==> config.mk <==
export PLATFORM = sky130hd
export DESIGN_NAME = regfile_wb_arbiter
export DESIGN_NICKNAME = d
export VERILOG_FILES = /design/src/rtl/regfile_wb_arbiter.sv
export SDC_FILE = /design/constraint.sdc
export NUM_CORES = 1
export LEC_CHECK = 0
export CORE_MARGIN = 5
export CORE_UTILIZATION = 25
export CTS_CLUSTER_DIAMETER = 30
export DETAILED_ROUTE_END_ITERATION = 10
export GPL_TIMING_DRIVEN = 0
export PLACE_DENSITY = 0.5
export SKIP_CTS_REPAIR_TIMING = 1
export SLEW_MARGIN = 20
export SYNTH_ARGS = -nofsm -noshare
export SYNTH_HDL_FRONTEND = slang
export SYNTH_SLANG_ARGS = --single-unit
==> constraint.sdc <==
create_clock -name clk -period 6.7 [get_ports clk]
set_input_delay 1.34 -clock clk [delete_from_list [all_inputs] [get_ports clk]]
set_output_delay 1.34 -clock clk [all_outputs]
set_load 0.02 [all_outputs]
==> src/rtl/regfile_wb_arbiter.sv <==
// Register file write-port arbiter.
// Shares the single register-file write port between the pipeline writeback
// stage and the multiply/divide unit (MDU). MDU results are held in a small
// in-order buffer and drained into free write-port cycles. An age counter
// forces the buffer head through after AGE_MAX denied cycles, stalling
// writeback for that one cycle.
//
// Ports:
//   clk, reset (async, active-low)
//   pipe_regwrite/pipe_writereg/pipe_result : writeback stage write request
//   mdu_valid/mdu_ready/mdu_writereg/mdu_result : MDU result handshake
//   stall_wb : writeback must re-present its write next cycle
//   rf_we/rf_wa/rf_wd : register file write port
//   chk_reg/chk_hit : hazard lookup against buffered writes
module regfile_wb_arbiter #(
  parameter int unsigned DEPTH   = 2,
  parameter int unsigned AGE_MAX = 4
) (
  input  logic        clk,
  input  logic        reset,
  input  logic        pipe_regwrite,
  input  logic [4:0]  pipe_writereg,
  input  logic [31:0] pipe_result,
  input  logic        mdu_valid,
  output logic        mdu_ready,
  input  logic [4:0]  mdu_writereg,
  input  logic [31:0] mdu_result,
  output logic        stall_wb,
  output logic        rf_we,
  output logic [4:0]  rf_wa,
  output logic [31:0] rf_wd,
  input  logic [4:0]  chk_reg,
  output logic        chk_hit
);

  localparam int unsigned AW = $clog2(DEPTH);
  localparam int unsigned CW = $clog2(DEPTH + 1);
  localparam int unsigned GW = $clog2(AGE_MAX + 1);

  logic [4:0]    reg_mem  [DEPTH];
  logic [31:0]   data_mem [DEPTH];
  logic [AW-1:0] rd_ptr;
  logic [AW-1:0] wr_ptr;
  logic [CW-1:0] count;
  logic [GW-1:0] age;

  logic pipe_wr;
  logic head_valid;
  logic force_pop;
  logic pop;
  logic push;
  logic store;
  logic hit_any;

  // Grant, handshake and hazard lookup; every output is held low in reset.
  always_comb begin
    pipe_wr    = pipe_regwrite && (pipe_writereg != 5'd0);
    head_valid = (count != '0);
    force_pop  = head_valid && (age == GW'(AGE_MAX));
    pop        = reset && head_valid && (!pipe_wr || force_pop);
    // A same-cycle pop frees a slot for the incoming result.
    mdu_ready  = reset && ((count < CW'(DEPTH)) || pop);
    push       = mdu_valid && mdu_ready;
    // Results for register 0 are acknowledged but never stored.
    store      = push && (mdu_writereg != 5'd0);

    rf_we    = 1'b0;
    rf_wa    = 5'd0;
    rf_wd    = 32'd0;
    stall_wb = 1'b0;
    if (pop) begin
      rf_we    = 1'b1;
      rf_wa    = reg_mem[rd_ptr];
      rf_wd    = data_mem[rd_ptr];
      stall_wb = pipe_wr;
    end else if (reset && pipe_wr) begin
      rf_we = 1'b1;
      rf_wa = pipe_writereg;
      rf_wd = pipe_result;
    end

    // Only occupied slots, counted from the head, take part in the lookup.
    hit_any = 1'b0;
    for (int i = 0; i < int'(DEPTH); i++) begin
      if ((CW'(i) < count) && (reg_mem[rd_ptr + AW'(i)] == chk_reg)) begin
        hit_any = 1'b1;
      end
    end
    chk_hit = reset && (chk_reg != 5'd0) && hit_any;
  end

  // Pointers, occupancy and head age.
  always_ff @(posedge clk or negedge reset) begin
    if (!reset) begin
      rd_ptr <= '0;
      wr_ptr <= '0;
      count  <= '0;
      age    <= '0;
    end else begin
      if (pop) begin
        rd_ptr <= rd_ptr + AW'(1);
      end
      if (store) begin
        wr_ptr <= wr_ptr + AW'(1);
      end
      case ({store, pop})
        2'b10:   count <= count + CW'(1);
        2'b01:   count <= count - CW'(1);
        default: count <= count;
      endcase
      // Age restarts for each new head and saturates at the force threshold.
      if (pop || !head_valid) begin
        age <= '0;
      end else if (age != GW'(AGE_MAX)) begin
        age <= age + GW'(1);
      end
    end
  end

  // Buffer payload storage; contents are meaningful only below count.
  always_ff @(posedge clk) begin
    if (store) begin
      reg_mem[wr_ptr]  <= mdu_writereg;
      data_mem[wr_ptr] <= mdu_result;
    end
  end

endmodule

==> results of run 1 <==
metal layers:
| layer | vias to the layer above | GRT usage [%] |
|---|---|---|
| met1 | 1160 | 14.1 |
| met2 | 75 | 17.9 |
| met4 | 0 | 3.99 |
| li1 | 1186 | - |
| met3 | 8 | 3.62 |
| met5 | - | 0 |
synth_stat cells, drive strengths merged (3+ instances only):
library cell	n
mux2i	43
nor2	4
clkbuf	3
o21ai	5
o2bb2ai	37
ha	5
xor2	4
inv	6
nand2	4
nor3	5
buf	9
edfxtp	74
dfrtp	7
xnor2	11
a21boi	3
cell families (layout without fill, tap and decap cells):
group           count (synthesis)  count (layout)  synth area share (%)
xor+xnor                       15              15                  3.59
compound gates                 47              47                  10.8
flops                          81              81                  65.5
buf+inv                        18             159                  2.63
fa+ha+maj                       5               5                  1.71
mux                            43              43                  11.9
simple gates                   24              24                  3.93
through the flow:
stage	setup WS, ns	cells	total power (W)	area [um2]	hold slack [ns]
floorplan	2.70	233	0.00110	3660	0.468
global placement	0.868	540	0.00137	5120	0.481
detailed placement	1.26	542	0.00139	5180	0.524
CTS	1.26	558	0.00188	5470	0.537
global route	1.09	558	0.00194	5470	0.561
finish	1.36	558	0.00184	5470	0.524
critical path, delay by kind of cell:
kind | cells | cell delay (ns)
AOI/OAI and AO/OA | 2 | 0.38
buffers and inverters | 3 | 1.95
and+or+nand+nor | 1 | 0.32
flip-flops by register name, summed over array words and instances (netlist names):
signal / count
data_mem: 64
rd_ptr: 1
count: 2
wr_ptr: 1
reg_mem: 10
age: 3
layout make-up:
cell class	count	area share (%)
clock buffer	10	4.18
multi-input combinational	134	21.6
clock inverter	6	1.23
timing repair buffer	125	23.2
sequential	81	43.8
buffer	12	1.35
inverter	6	0.411
tap	184	4.21
final timing paths:
path	to	slack (ns)	start	cells past startpoint
setup / recovery	rf_wd[20]	1.36	reset	6
hold reg to reg	count[0]	0.52	count[0]	1
max in group asynchronous	age[2]	4.97	reset	1
hold / removal	count[0]	0.52	count[0]	1
min in group asynchronous	count[1]	1.37	reset	1
setup reg to reg	data_mem[0][16]	4.23	age[0]	8
where the power goes:
| part | leakage, nW | switching, W | internal (W) |
|---|---|---|---|
| Combinational | 1.00 | 0.000366 | 0.000328 |
| Sequential | 0.762 | 0.0000305 | 0.000633 |
| Clock | 0.139 | 0.000193 | 0.000290 |
| Total | 1.90 | 0.000589 | 0.00125 |
==> impl_metrics.yaml, run 1 <==
clocking:
  cts_tree: "built"
  cts_num_sinks: 81
  cts_root_buffer: "clkbuf_16"
  cts_max_path_buffers: 2
  clk_latency_ns: 0.33
  cts_made_buffers: 9
  path_clk_slew_ns: 0.06
  cts_htree_levels: 3
floorplan:
  floorplan.initialDensity_pct: 25.4
  num_io_pins: 124
  dieArea_um2: 17200
  core_area_um2: 14400
  die_w_um: 131
  fp-row-count: 44
  die_h_um: 131
grt:
  grt_overflow_total: 0
  grt_pass1_vias: 2651
  antenna_found_initial: 0
  grt_pass1_wl_um: 14100
  grt_use_total_pct: 11.1
  grt_max_degree: 23
routing:
  wirelength_um: 9460
  vias: 2429
  met1_length_um: 4190
  ant_nets: 0
  detail_route.iter0.violations: 56
  met2_length_um: 4500
  post_drt_wl_per_cell_um: 16.9
  drt_pass1_iterations: 4
  route.met3.wl_um: 676
  maxUsedRoutingLayer: "met4"
  remaining_drc_errors: 0
  drt-vias-per-instance: 4.35
finish:
  layout_commonest_cell: "clkdlybuf4s50_1"
  multi_input_area_um2: 1180
  syn_to_final_growth_pct: 49.5
  final_net_count: 457
  diodes: 0
  fillCellCount: 1448
  final_core_util_pct: 38.0
  drive_gt1_share_pct: 9.36
  regArea_um2: 2400
  layout_common_cells: "123 x clkdlybuf4s50_1, 74 x edfxtp_1, 42 x mux2i_1"
sta:
  finalCriticalPeriod_ns: 5.34
  slew_headroom_pct: 61.0
  hold_viol: 0
  fin_crit_sh_pct: 79.6
  setup_tns_ns: 0
  fin_skew_ns: 0.00860
  setup_violations: 0
  worstMarginPinSlew_ns: 0.584
  rsz0062_at_grt: "false"
  slew_violations: 0
  max_freq_mhz: 187
placement:
  place.gp.congestion: 0.726
  portBuffers: 123
  hpwlAfterDp_um: 7050
synth:
  synth.net_count: 321
  async_reset_ff_share_pct: 8.64
  synth-edff-count: 74
  syn_inst: 233
  synth_area_leaders: "edfxtp_1 61%, mux2i_1 11%, o2bb2ai_1 8.9%"
  synth_top_area_share_pct: 60.7
  ys.flop_type: "edfxtp_1"
  synth_cell_types: 34
  syn_area_per_cell_um2: 15.7
  yosysWarnings: 0
  ys_ff_latch: 81
  netlist_area_um2: 3660
  synth_top_area_cell: "edfxtp_1"
  seq_area_frac_synth_pct: 65.5
run_status:
  status: "complete, no violations"
pwr:
  max-vdd-ir-drop_uv: 98.5
  p_per_area_nw_per_um2: 336
  p_leak_nw: 1.90
worst_setup_path:
  critPathKind: "input port to output pin"
  critical-path-max-stage-delay_ns: 0.82
  worst_path_max_delay_cell: "clkdlybuf4s50_1"
  arrival_ns: 4.00
  path_max_fanout: 13
  path_cells: "clkdlybuf4s50_1 -> o21ai_1 -> nor2_4 -> clkbuf_1 -> o2bb2ai_1 -> clkdlybuf4s50_1"
  worst_setup_path_end_kind: "output pin"
  crit_top_cell: "clkdlybuf4s50_1"
  worstPathRequired_ns: 5.36
  start_kind: "input port"
min_path:
  hold_path_class: "flip-flop to flip-flop"
job:
  maxCapViolCount: 0
(Power assumes the default switching activity.)
==> run 2, diff against run 1 <==
- PLACE_DENSITY: 0.5 -> 0.52
- clock period: 6.7 -> 4.5 ns (I/O delays scaled with it)
==> run 2 against run 1 <==
Against the previous run: clock skew shrank 0.0018 ns; hold slack worse by 0.0034 ns; worst setup slack got worse by 1.1 ns; die area did not move; wire length shrank 2.0%; core utilization up 0.78 points.
==> impl_metrics.yaml, run 2 (synthesis gave the netlist of run 1 again) <==
grt:
  grt_overflow_total: 0
  grt_pass1_wl_um: 14400
  grt_max_degree: 16
  grt_pass1_vias: 2694
  grt_use_total_pct: 11.2
  antenna_found_initial: 0
placement:
  pre_cts_ws_ns: -0.0619
  portBuffers: 123
  place.gp.congestion: 0.700
  hpwlAfterDp_um: 7110
floorplan:
  fp-row-count: 44
  dieArea_um2: 17200
  num_io_pins: 124
  die_h_um: 131
  die_w_um: 131
  floorplan.initialDensity_pct: 25.4
  core_area_um2: 14400
routing:
  post_drt_wl_per_cell_um: 16.6
  drt_pass1_iterations: 4
  drt-vias-per-instance: 4.32
  detail_route.iter0.violations: 97
  vias: 2417
  remaining_drc_errors: 0
  ant_nets: 0
  wirelength_um: 9270
finish:
  final_core_util_pct: 38.7
  syn_to_final_growth_pct: 52.6
  drive_gt1_share_pct: 9.84
  final_net_count: 459
  diodes: 0
  regMostFlops: "data_mem"
  largestRegisters: "data_mem: 64 flops, reg_mem: 10 flops, age: 3 flops"
  layout_common_cells: "122 x clkdlybuf4s50_1, 74 x edfxtp_1, 42 x mux2i_1"
  largest_reg_flops: 64
  layout_commonest_cell: "clkdlybuf4s50_1"
clocking:
  cts_made_buffers: 9
  path_clk_slew_ns: 0.06
  cts_tree: "built"
  cts_num_sinks: 81
  cts_root_buffer: "clkbuf_16"
  clk_latency_ns: 0.33
  cts_htree_levels: 3
  cts_max_path_buffers: 2
sta:
  slew_headroom_pct: 62.5
  timing.hold.ws_ns: 0.521
  setup_violations: 0
  finalCriticalPeriod_ns: 4.21
  rsz0062_at_grt: "false"
  hold_viol: 0
  fin_crit_sh_pct: 93.5
  fin_skew_ns: 0.00677
  setup_tns_ns: 0
  postLayoutSetupSlackWorst_ns: 0.294
  max_freq_mhz: 238
  slew_violations: 0
  worstMarginPinSlew_ns: 0.561
min_path:
  min_path_cells: 1
  hold-path-endpoint: "count[0]"
  hold_path_class: "flip-flop to flip-flop"
  hold_start: "count[0]"
worst_setup_path:
  critPathKind: "input port to output pin"
  reg2regPathDepth: 9
  r2r-start: "age[0]"
  arrival_ns: 3.31
  worstPathRequired_ns: 3.60
  cp-startpoint: "pipe_regwrite"
  r2r_slack_ns: 1.99
  start_kind: "input port"
  worst_setup_path_end_kind: "output pin"
  reg2reg_to: "data_mem[1][0]"
  path_max_fanout: 10
pwr:
  max-vdd-ir-drop_uv: 181
  p_leak_nw: 1.97
  p_per_area_nw_per_um2: 521
job:
  maxCapViolCount: 0
run_status:
  status: "complete, no violations"
-- run 2: metrics by stage --
step | instances | power, W | area (um2)
CTS | 560 | 0.00296 | 5580
floorplan | 233 | 0.00164 | 3660
detailed placement | 544 | 0.00208 | 5220
finish | 560 | 0.00291 | 5590
global route | 560 | 0.00307 | 5590
global placement | 540 | 0.00203 | 5120
-- run 2: routing by layer --
layer  vias up  GRT usage, %  share of wire (%)
met4         0          3.27               0.70
met1      1147          13.8                 43
met5         -             0                  0
met3         5          4.51                7.5
li1       1198             -                  -
met2        67          18.2                 49
-- run 2: critical path: stages --
cell             delay, ns
clkdlybuf4s50_1       0.48
a21boi_2              0.20
o21ai_1               0.11
nor2_4                0.33
clkbuf_1              0.47
o2bb2ai_1             0.17
clkdlybuf4s50_1       0.63
-- run 2: power breakdown --
| group | leakage (nW) | switching [W] | internal (W) |
|---|---|---|---|
| Clock | 0.170 | 0.000281 | 0.000599 |
| Combinational | 1.03 | 0.000542 | 0.000502 |
| Sequential | 0.762 | 0.0000458 | 0.000943 |
| Total | 1.97 | 0.000869 | 0.00204 |
-- run 2: final cells by class --
type                       instances  area [um2]
clock inverter                     5         128
buffer                            12        75.1
tap                              184         230
fill                            1396        8840
sequential                        81        2400
inverter                           6        22.5
timing repair buffer             127        1320
clock buffer                      11         233
multi-input combinational        134        1180
-- run 2: worst max path at each step --
stage                 endpoint  slack [ns]
2_1_floorplan   data_mem[0][0]        0.94
5_1_grt              rf_wd[21]        0.13
3_5_place_dp          rf_wa[2]       -0.06
3_3_place_gp   data_mem[0][24]       -0.96
4_1_cts               rf_wa[2]       -0.06
6_report             rf_wd[21]        0.29
